File: config.mk
export PLATFORM = sky130hd
export DESIGN_NAME = jk_bank_sequencer
export DESIGN_NICKNAME = d
export VERILOG_FILES = /design/src/rtl/jk_pkg.sv /design/src/rtl/jk_cell.sv /design/src/rtl/jk_bank_sequencer.sv
export SDC_FILE = /design/constraint.sdc
export NUM_CORES = 1
export LEC_CHECK = 0
export ABC_CLOCK_PERIOD_IN_PS = 1800
export BUFFER_PORTS_ARGS = -buffer_cell sky130_fd_sc_hd__buf_2
export CAP_MARGIN = 20
export CORE_MARGIN = 5
export CORE_UTILIZATION = 46
export DETAILED_ROUTE_END_ITERATION = 16
export PLACE_DENSITY = 0.73
export SYNTH_ARGS = -nofsm -noshare
export SYNTH_HDL_FRONTEND = slang
export SYNTH_SLANG_ARGS = --single-unit
File: constraint.sdc
create_clock -name clk -period 1.8 [get_ports clk]
set_input_delay 0.09 -clock clk [delete_from_list [all_inputs] [get_ports clk]]
set_output_delay 0.09 -clock clk [all_outputs]
set_load 0.02 [all_outputs]
File: src/rtl/jk_pkg.sv
// Shared op codes and FSM state encoding for the JK bank sequencer.
package jk_pkg;

  // Ops are encoded as {j,k}, so the bits drive the cell pins directly.
  localparam logic [1:0] OP_HOLD = 2'b00;
  localparam logic [1:0] OP_CLR  = 2'b01;
  localparam logic [1:0] OP_SET  = 2'b10;
  localparam logic [1:0] OP_TGL  = 2'b11;

  typedef enum logic {
    ST_IDLE = 1'b0,
    ST_EXEC = 1'b1
  } state_e;

endpackage

File: src/rtl/jk_cell.sv
// Single JK storage flop with asynchronous active-low clear.
module jk_cell
  import jk_pkg::*;
(
  input  logic clk,
  input  logic rst_n,
  input  logic j,
  input  logic k,
  output logic q
);

  always_ff @(posedge clk or negedge rst_n) begin
    if (!rst_n) begin
      q <= 1'b0;
    end else begin
      case ({j, k})
        OP_CLR:  q <= 1'b0;
        OP_SET:  q <= 1'b1;
        OP_TGL:  q <= ~q;
        default: q <= q;
      endcase
    end
  end

endmodule

File: src/rtl/jk_bank_sequencer.sv
// Round-robin sequencer feeding JK commands from two requesters into a bank
// of N_BITS JK cells; toggles may repeat for cnt+1 cycles.
module jk_bank_sequencer
  import jk_pkg::*;
#(
  parameter  int N_BITS = 8,
  parameter  int CNT_W  = 4,
  localparam int IDX_W  = $clog2(N_BITS)
) (
  input  logic              clk,
  input  logic              rst_n,
  input  logic              req0_valid,
  output logic              req0_ready,
  input  logic [IDX_W-1:0]  req0_idx,
  input  logic [1:0]        req0_op,
  input  logic [CNT_W-1:0]  req0_cnt,
  input  logic              req1_valid,
  output logic              req1_ready,
  input  logic [IDX_W-1:0]  req1_idx,
  input  logic [1:0]        req1_op,
  input  logic [CNT_W-1:0]  req1_cnt,
  output logic [N_BITS-1:0] q,
  output logic              busy,
  output logic              done,
  output logic              err
);

  state_e             state_q;
  logic               last_grant_q;
  logic [IDX_W-1:0]   idx_q, idx_d;
  logic [1:0]         op_q, op_d;
  logic [CNT_W-1:0]   cnt_q, cnt_d;
  logic               done_q, err_q;
  logic               grant, accept, in_range, last_exec;
  logic [N_BITS-1:0]  j_vec, k_vec;

  // grant=1 selects requester 1; on contention the one not served last wins.
  always_comb begin
    grant = 1'b0;
    if (req0_valid && req1_valid) grant = ~last_grant_q;
    else if (req1_valid)          grant = 1'b1;
  end

  assign req0_ready = (state_q == ST_IDLE) && req0_valid && !grant;
  assign req1_ready = (state_q == ST_IDLE) && req1_valid &&  grant;
  assign accept     = req0_ready | req1_ready;

  assign idx_d = grant ? req1_idx : req0_idx;
  assign op_d  = grant ? req1_op  : req0_op;
  assign cnt_d = grant ? req1_cnt : req0_cnt;

  assign in_range  = {1'b0, idx_q} < (IDX_W+1)'(N_BITS);
  assign last_exec = (op_q != OP_TGL) || (cnt_q == '0);

  always_ff @(posedge clk or negedge rst_n) begin
    if (!rst_n) begin
      state_q      <= ST_IDLE;
      last_grant_q <= 1'b1;
      idx_q        <= '0;
      op_q         <= OP_HOLD;
      cnt_q        <= '0;
      done_q       <= 1'b0;
      err_q        <= 1'b0;
    end else begin
      done_q <= 1'b0;
      err_q  <= 1'b0;
      case (state_q)
        ST_IDLE: begin
          if (accept) begin
            state_q      <= ST_EXEC;
            last_grant_q <= grant;
            idx_q        <= idx_d;
            op_q         <= op_d;
            cnt_q        <= cnt_d;
          end
        end
        ST_EXEC: begin
          if (last_exec) begin
            state_q <= ST_IDLE;
            done_q  <= 1'b1;
            err_q   <= !in_range;
          end else begin
            cnt_q <= cnt_q - 1'b1;
          end
        end
        default: state_q <= ST_IDLE;
      endcase
    end
  end

  // Out-of-range indices match no cell, so such commands leave q untouched.
  for (genvar g = 0; g < N_BITS; g++) begin : g_cell
    logic sel;
    assign sel      = (state_q == ST_EXEC) && (idx_q == IDX_W'(g));
    assign j_vec[g] = sel & op_q[1];
    assign k_vec[g] = sel & op_q[0];

    jk_cell u_cell (
      .clk   (clk),
      .rst_n (rst_n),
      .j     (j_vec[g]),
      .k     (k_vec[g]),
      .q     (q[g])
    );
  end

  assign busy = (state_q == ST_EXEC);
  assign done = done_q;
  assign err  = err_q;

endmodule

==> out/metrics.csv, run 1 <==
stage,metric,value,unit
worst_setup_path,worst-setup-path-type,in -> out,
floorplan,die_w,59.86,um
cells_and_area,fraction_of_final_layout_cells_with_drive_strength_greater_than_1,35.21,%
clock_tree,cts.repair_timing.setup_buffer_count,0,
global_route,global_route.usage.met3,2.808,%
logic_synthesis,syn_nets,139,
status,outcome,"complete, no violations",
cells_and_area,final_cell_mix,"33 x buf_2, 19 x dfrtp_1, 9 x a31oi_1",
logic_synthesis,synth_area_leaders,"dfrtp_1 42%, buf_4 6.6%, mux2i_1 5.3%, a31oi_1 4.9%, a41oi_1 3.1%",
global_route,use_met2,27.31,%
worst_setup_path,timing.critical_path.fanout_max,7,
clock_tree,cts_buffer_depth,2,
logic_synthesis,synth_cell_types,36,
cells_and_area,finish.net_count,166,
logic_synthesis,ys_seq_elements,20,
sta,clock-skew-final,1.630,ps
sta,fmax,0.6087,GHz
global_route,grt_pass1_vias,1017,
sta,finalSetupViolCount,0,
floorplan,placeableCoreArea,2432,um^2
clock_tree,clkLatencyLatePin,300,ps
job,drv.max_cap_violation_count,0,
worst_setup_path,critPathArrivalTime,1550,ps
sta,hold_viol,0,
clock_tree,tritoncts,built,
floorplan,fp-row-count,18,
route,detail_route.wirelength,2529,um
worst_setup_path,crit_path_frequent_cell,buf_2,
power,max-vdd-ir-drop,0.0007660,V
placement,routabilityCongestion,0.8836,
route,drt_pre_antenna_iters,4,
sta,post-route-min-period,1643,ps
floorplan,height_of_the_die,59.86,um
logic_synthesis,syn_avg_cell_area,9.859,um^2
global_route,maximum_number_of_pins_on_one_net_before_global_route_repair,21,
logic_synthesis,synth_area,1144,um^2
floorplan,floorplan.initialDensity,47.02,%
sta,rsz_0062_raised_after_global_routing,false,
route,drt_first_iter_violations,40,
placement,detailedPlace.worstSlack,223.4,ps
worst_setup_path,critical-path-top-delay-family,buffers and inverters,
logic_synthesis,synthesis.yosys.warnings,0,
worst_setup_path,critical-path-slowest-cell,dlygate4sd3_1,
floorplan,ios,35,
power,power.density_cell_area,1707,nW/um^2
sta,finalSetupTns,0,ps
power,p_leak,0.6059,nW
global_route,first_pass_grt_wire_length,4588,um
hold_path,worstHoldPathType,in -> reg,
clock_tree,clock_tree.root_cell,clkbuf_4,
global_route,groute.layer.met1.usage,21.58,%
cells_and_area,area_growth_synth_to_finish,15.21,%
cells_and_area,mostFrequentLayoutCell,buf_2,
logic_synthesis,synth-seq-area-share,43.87,%
worst_setup_path,setup.worst_path.end_class,output pin,
route,antenna_violating_nets_post_route,0,
clock_tree,clkTransAtPathRegs,120,ps
worst_setup_path,timing.critical_path.required,1710,ps
placement,port_buffers,33,
logic_synthesis,synth_top_cell_area_share,41.58,%
route,post-route-drc-count,0,
clock_tree,clock_sink_count,20,
cells_and_area,finalNonFillerCells,172,
global_route,busiest_layer,met2,
sta,final_min_period_over_clock_period,91.26,%
global_route,globalRoute.totalOverflow,0,
logic_synthesis,yosysTopAreaCell,dfrtp_1,
sta,fin_ws,157.2,ps
worst_setup_path,critical_path.max_stage_delay,540,ps
route,routed_via_density,5.587,
global_route,grt_usage,16.64,%
worst_setup_path,critPathBufInv,3,
route,avgRoutedWirePerCell,14.70,um
worst_setup_path,critPathLaunchType,input port,
cells_and_area,number_of_antenna_repair_diodes,0,
worst_setup_path,chain_of_cells_forming_the_critical_path,"dlygate4sd3_1, buf_2, a21boi_2, and2_2, buf_2",
global_route,number_of_antenna_violations_at_the_first_check_in_global_routing,0,
logic_synthesis,syn-instance-count,116,
placement,placed_insts,166,
floorplan,design.die.area,3583,um^2
clock_tree,cts_made_buffers,3,
sta,finalMaxSlewViolations,0,
placement,dpl.hpwl,1820,um
clock_tree,cts_htree_levels,1,
route,total_via_count_after_detailed_routing,961,
==> worst paths after layout <==
path / from / endpoint / cells after the start / slack (ps)
worst max-delay path: req0_valid / req1_ready / 5 / 160
worst min-delay path: req0_idx[0] / idx_q[0] / 3 / 60
worst max register to register: cnt_q[0] / cnt_q[3] / 5 / 250
worst min register to register: g_cell[4].u_cell.q / g_cell[4].u_cell.q / 1 / 480
max in group asynchronous: rst_n / last_grant_q / 2 / 1200
min in group asynchronous: rst_n / op_q[1] / 2 / 260
==> metal layers <==
| metal | routed length, um | up-vias |
|---|---|---|
| met2 | 1250 | 31 |
| li1 | - | 465 |
| met1 | 1115 | 461 |
| met3 | 133 | 4 |
| met5 | 0 | - |
| met4 | 29 | 0 |
==> power breakdown <==
part           leakage [nW]  total, mW  switching (mW)  internal [mW]
clock network        0.0210      0.268           0.145          0.123
logic                 0.349       1.00           0.582          0.421
registers             0.236      0.978           0.299          0.679
==> registers in the layout (all words and copies together), names as in the netlist <==
name / flops
busy: 1
idx_q: 3
op_q: 2
g_cell.u_cell.q: 8
done: 1
cnt_q: 4
last_grant_q: 1
==> layout make-up <==
type	count	area, um^2
Fill cell	239	1115
Multi-Input combinational cell	78	530.5
Sequential cell	20	501.7
Timing Repair Buffer	37	200.2
Tap cell	30	37.54
Clock buffer	4	36.28
Inverter	3	11.26
==> stage by stage <==
stage	hold slack [ps]	power (mW)	utilization (%)	area, um^2
floorplan	-205.6	1.809	-	1144
global placement	56.05	1.929	51.65	1256
detailed placement	67.45	1.982	51.65	1256
CTS	64.28	2.264	53.96	1313
global route	75.39	2.459	54.17	1318
finish	64.07	2.249	54.17	1318
==> tightest hold or removal path, delay by kind of cell <==
kind / cells / cell delay (ps)
AO/OA/AOI/OAI: 1 / 130
buffers and inverters: 1 / 70
multiplexers: 1 / 50
==> Yosys cell counts, drive strengths merged <==
cell     n
clkbuf   1
and4     1
nor2b    3
dfrtp   19
nor3     3
nor2     8
nand3    2
a41oi    4
xnor2    1
ha       1
inv      3
a31oi    9
nand4    1
o221a    1
a21oi    6
o32ai    1
o21bai   1
nand2    8
nor4     1
and2     1
a221oi   1
dfstp    1
and3     1
nor3b    4
o21ai    9
mux2     3
buf     14
a21boi   1
mux2i    6
conb     1
==> repair_timing <==
action                                 CTS  global route
setup endpoints to repair                0             3
gates resized for setup                  0             1
hold buffers                             2             0
endpoints found under the hold margin   20             0
==> cell families after synthesis <==
logic type               Yosys count  share of synthesized area, %
XOR/XNOR                           1                        0.7660
other                              1                        0.3279
adder cells (fa/ha/maj)            1                         1.094
AO/OA/AOI/OAI                     33                         19.26
buffers and inverters             18                         10.17
AND/OR/NAND/NOR                   33                         15.65
flip-flops                        20                         43.87
multiplexers                       9                         8.862
Power figures use the tool's default switching activity.
==> inputs of run 2 (changes only) <==
--- a/config.mk
+++ b/config.mk
@@ -11,6 +11,7 @@
 export CORE_MARGIN = 5
 export CORE_UTILIZATION = 46
 export DETAILED_ROUTE_END_ITERATION = 16
+export GPL_TIMING_DRIVEN = 0
 export PLACE_DENSITY = 0.73
 export SYNTH_ARGS = -nofsm -noshare
 export SYNTH_HDL_FRONTEND = slang
==> out/metrics.csv, run 2 (synthesis gave the netlist of run 1 again) <==
stage,metric,value,unit
cells_and_area,regMostFlops,g_cell.u_cell.q,
route,wirelength_met1,1057,um
cells_and_area,regArea,501.7,um^2
worst_setup_path,critPathArrivalTime,1450,ps
global_route,grt_pass1_vias,1016,
worst_setup_path,setup.worst_path.end_class,output pin,
worst_setup_path,timing.critical_path.required,1710,ps
route,drt_first_iter_violations,21,
cells_and_area,number_of_antenna_repair_diodes,0,
hold_path,worstHoldPathType,in -> reg,
sta,finalSetupTns,0,ps
power,internal_power,1.361,mW
power,seq_power_share,36.2,%
cells_and_area,mostFrequentLayoutCell,buf_2,
placement,placed_cell_area,1346,um^2
clock_tree,cts_htree_levels,1,
route,detail_route.wirelength,2530,um
global_route,first_pass_grt_wire_length,4381,um
power,switching_share,43.75,%
global_route,maximum_number_of_pins_on_one_net_before_global_route_repair,21,
cells_and_area,final_core_utilization,57.87,%
clock_tree,clock_sink_count,20,
cells_and_area,biggest_registers_after_layout,"g_cell.u_cell.q (8), cnt_q (4), idx_q (3)",
route,routed_via_density,5.373,
floorplan,ios,35,
placement,routabilityCongestion,0.7903,
status,outcome,"complete, no violations",
global_route,globalRoute.totalOverflow,0,
route,post-route-drc-count,0,
route,met2WireLength,1253,um
clock_tree,clkTransAtPathRegs,120,ps
power,max-vdd-ir-drop,0.0008950,V
power,clock_power_share,11.2,%
cells_and_area,finish.net_count,179,
clock_tree,cts_made_buffers,3,
clock_tree,clock_tree.root_cell,clkbuf_4,
clock_tree,cts_buffer_depth,2,
cells_and_area,finalNonFillerCells,185,
placement,detailedPlace.worstSlack,157.9,ps
cells_and_area,multiInputGateArea,530.5,um^2
worst_setup_path,worst-setup-path-type,reg -> out,
clock_tree,tritoncts,built,
placement,placed_insts,179,
sta,final_min_period_over_clock_period,85.82,%
route,drt_pre_antenna_iters,4,
global_route,grt_usage,16.11,%
cells_and_area,fillerInstances,254,
sta,finalSetupViolCount,0,
cells_and_area,area_growth_synth_to_finish,23.09,%
floorplan,design.die.area,3583,um^2
cells_and_area,final_cell_mix,"36 x buf_2, 19 x dfrtp_1, 10 x buf_4",
floorplan,placeableCoreArea,2432,um^2
route,avgRoutedWirePerCell,13.68,um
route,highest_layer,met4,
sta,hold_viol,0,
worst_setup_path,timing.critical_path.fanout_max,10,
worst_setup_path,critPathLaunchType,flip-flop,
sta,rsz_0062_raised_after_global_routing,false,
sta,finalMaxSlewViolations,0,
floorplan,fp-row-count,18,
sta,fmax,0.6474,GHz
power,p_leak,0.6647,nW
sta,clock-skew-final,1.835,ps
global_route,number_of_antenna_violations_at_the_first_check_in_global_routing,0,
job,drv.max_cap_violation_count,0,
power,power.density_cell_area,1719,nW/um^2
route,amount_of_wire_on_met3_after_detailed_routing,177,um
clock_tree,clkLatencyLatePin,310,ps
power,switching_power_total,1.058,mW
placement,dpl.hpwl,1983,um
floorplan,die_w,59.86,um
sta,post-route-min-period,1545,ps
sta,fin_ws,255.3,ps
route,antenna_violating_nets_post_route,0,
floorplan,floorplan.initialDensity,47.02,%
cells_and_area,fraction_of_final_layout_cells_with_drive_strength_greater_than_1,40.00,%
floorplan,height_of_the_die,59.86,um
placement,port_buffers,33,
clock_tree,cts.repair_timing.setup_buffer_count,0,
route,total_via_count_after_detailed_routing,994,
cells_and_area,finish.instance_area,1408,um^2
cells_and_area,number_of_flip_flops_under_the_largest_register_name,8,
power,power.share.combinational,52.7,%
power,finalPower,2.420,mW
sta,fin_worst_hold_slack,60.10,ps
==> run 2: changes by cell type in the layout (fill, tap and decap cells not counted), sizes merged <==
cell | previous run | this run
buf | 35 | 47
clkbuf | 4 | 5
==> run 2: repair_timing <==
item,CTS,global route
hold endpoints to repair,20,0
endpoints found under the setup margin,0,1
resized for setup,0,1
hold buffers,2,0
==> run 2: cell type report <==
cell class | instances | share of cell area (%)
clock buffers | 4 | 2.578
plain buffers | 15 | 7.467
flip-flops and latches | 20 | 35.64
multi-input cells | 78 | 37.69
inverters | 3 | 0.8000
repair buffers | 35 | 13.16
well taps | 30 | 2.667
==> run 2: final timing paths <==
| path | endpoint | start | depth (start not counted) | slack, ps |
|---|---|---|---|---|
| hold / removal | last_grant_q | req1_valid | 3 | 60 |
| max in group asynchronous | last_grant_q | rst_n | 2 | 1220 |
| setup / recovery | req0_ready | last_grant_q | 4 | 260 |
| min in group asynchronous | op_q[1] | rst_n | 2 | 240 |
| hold reg to reg | g_cell[4].u_cell.q | g_cell[4].u_cell.q | 1 | 490 |
| setup reg to reg | cnt_q[3] | cnt_q[0] | 5 | 260 |
==> run 2: metal layers <==
layer,global-route usage (%),vias to the layer above
met3,2.592,6
met4,6.329,0
met5,0,-
met2,26.85,31
li1,-,494
met1,20.73,463
==> run 2: worst max-delay path, cell delays in order, from the launching register on <==
cell	delay, ps
dfstp_2	570
a21boi_2	70
buf_6	150
nor3b_1	160
buf_2	190
==> run 2: power by group through the flow <==
stage          Clock [mW]  Sequential (mW)  Combinational, mW
2_1_floorplan           0            0.858              0.950
3_3_place_gp            0            0.858               1.23
3_5_place_dp            0            0.883               1.28
4_1_cts             0.274            0.871               1.29
5_1_grt             0.296            0.911               1.43
6_report            0.270            0.875               1.27
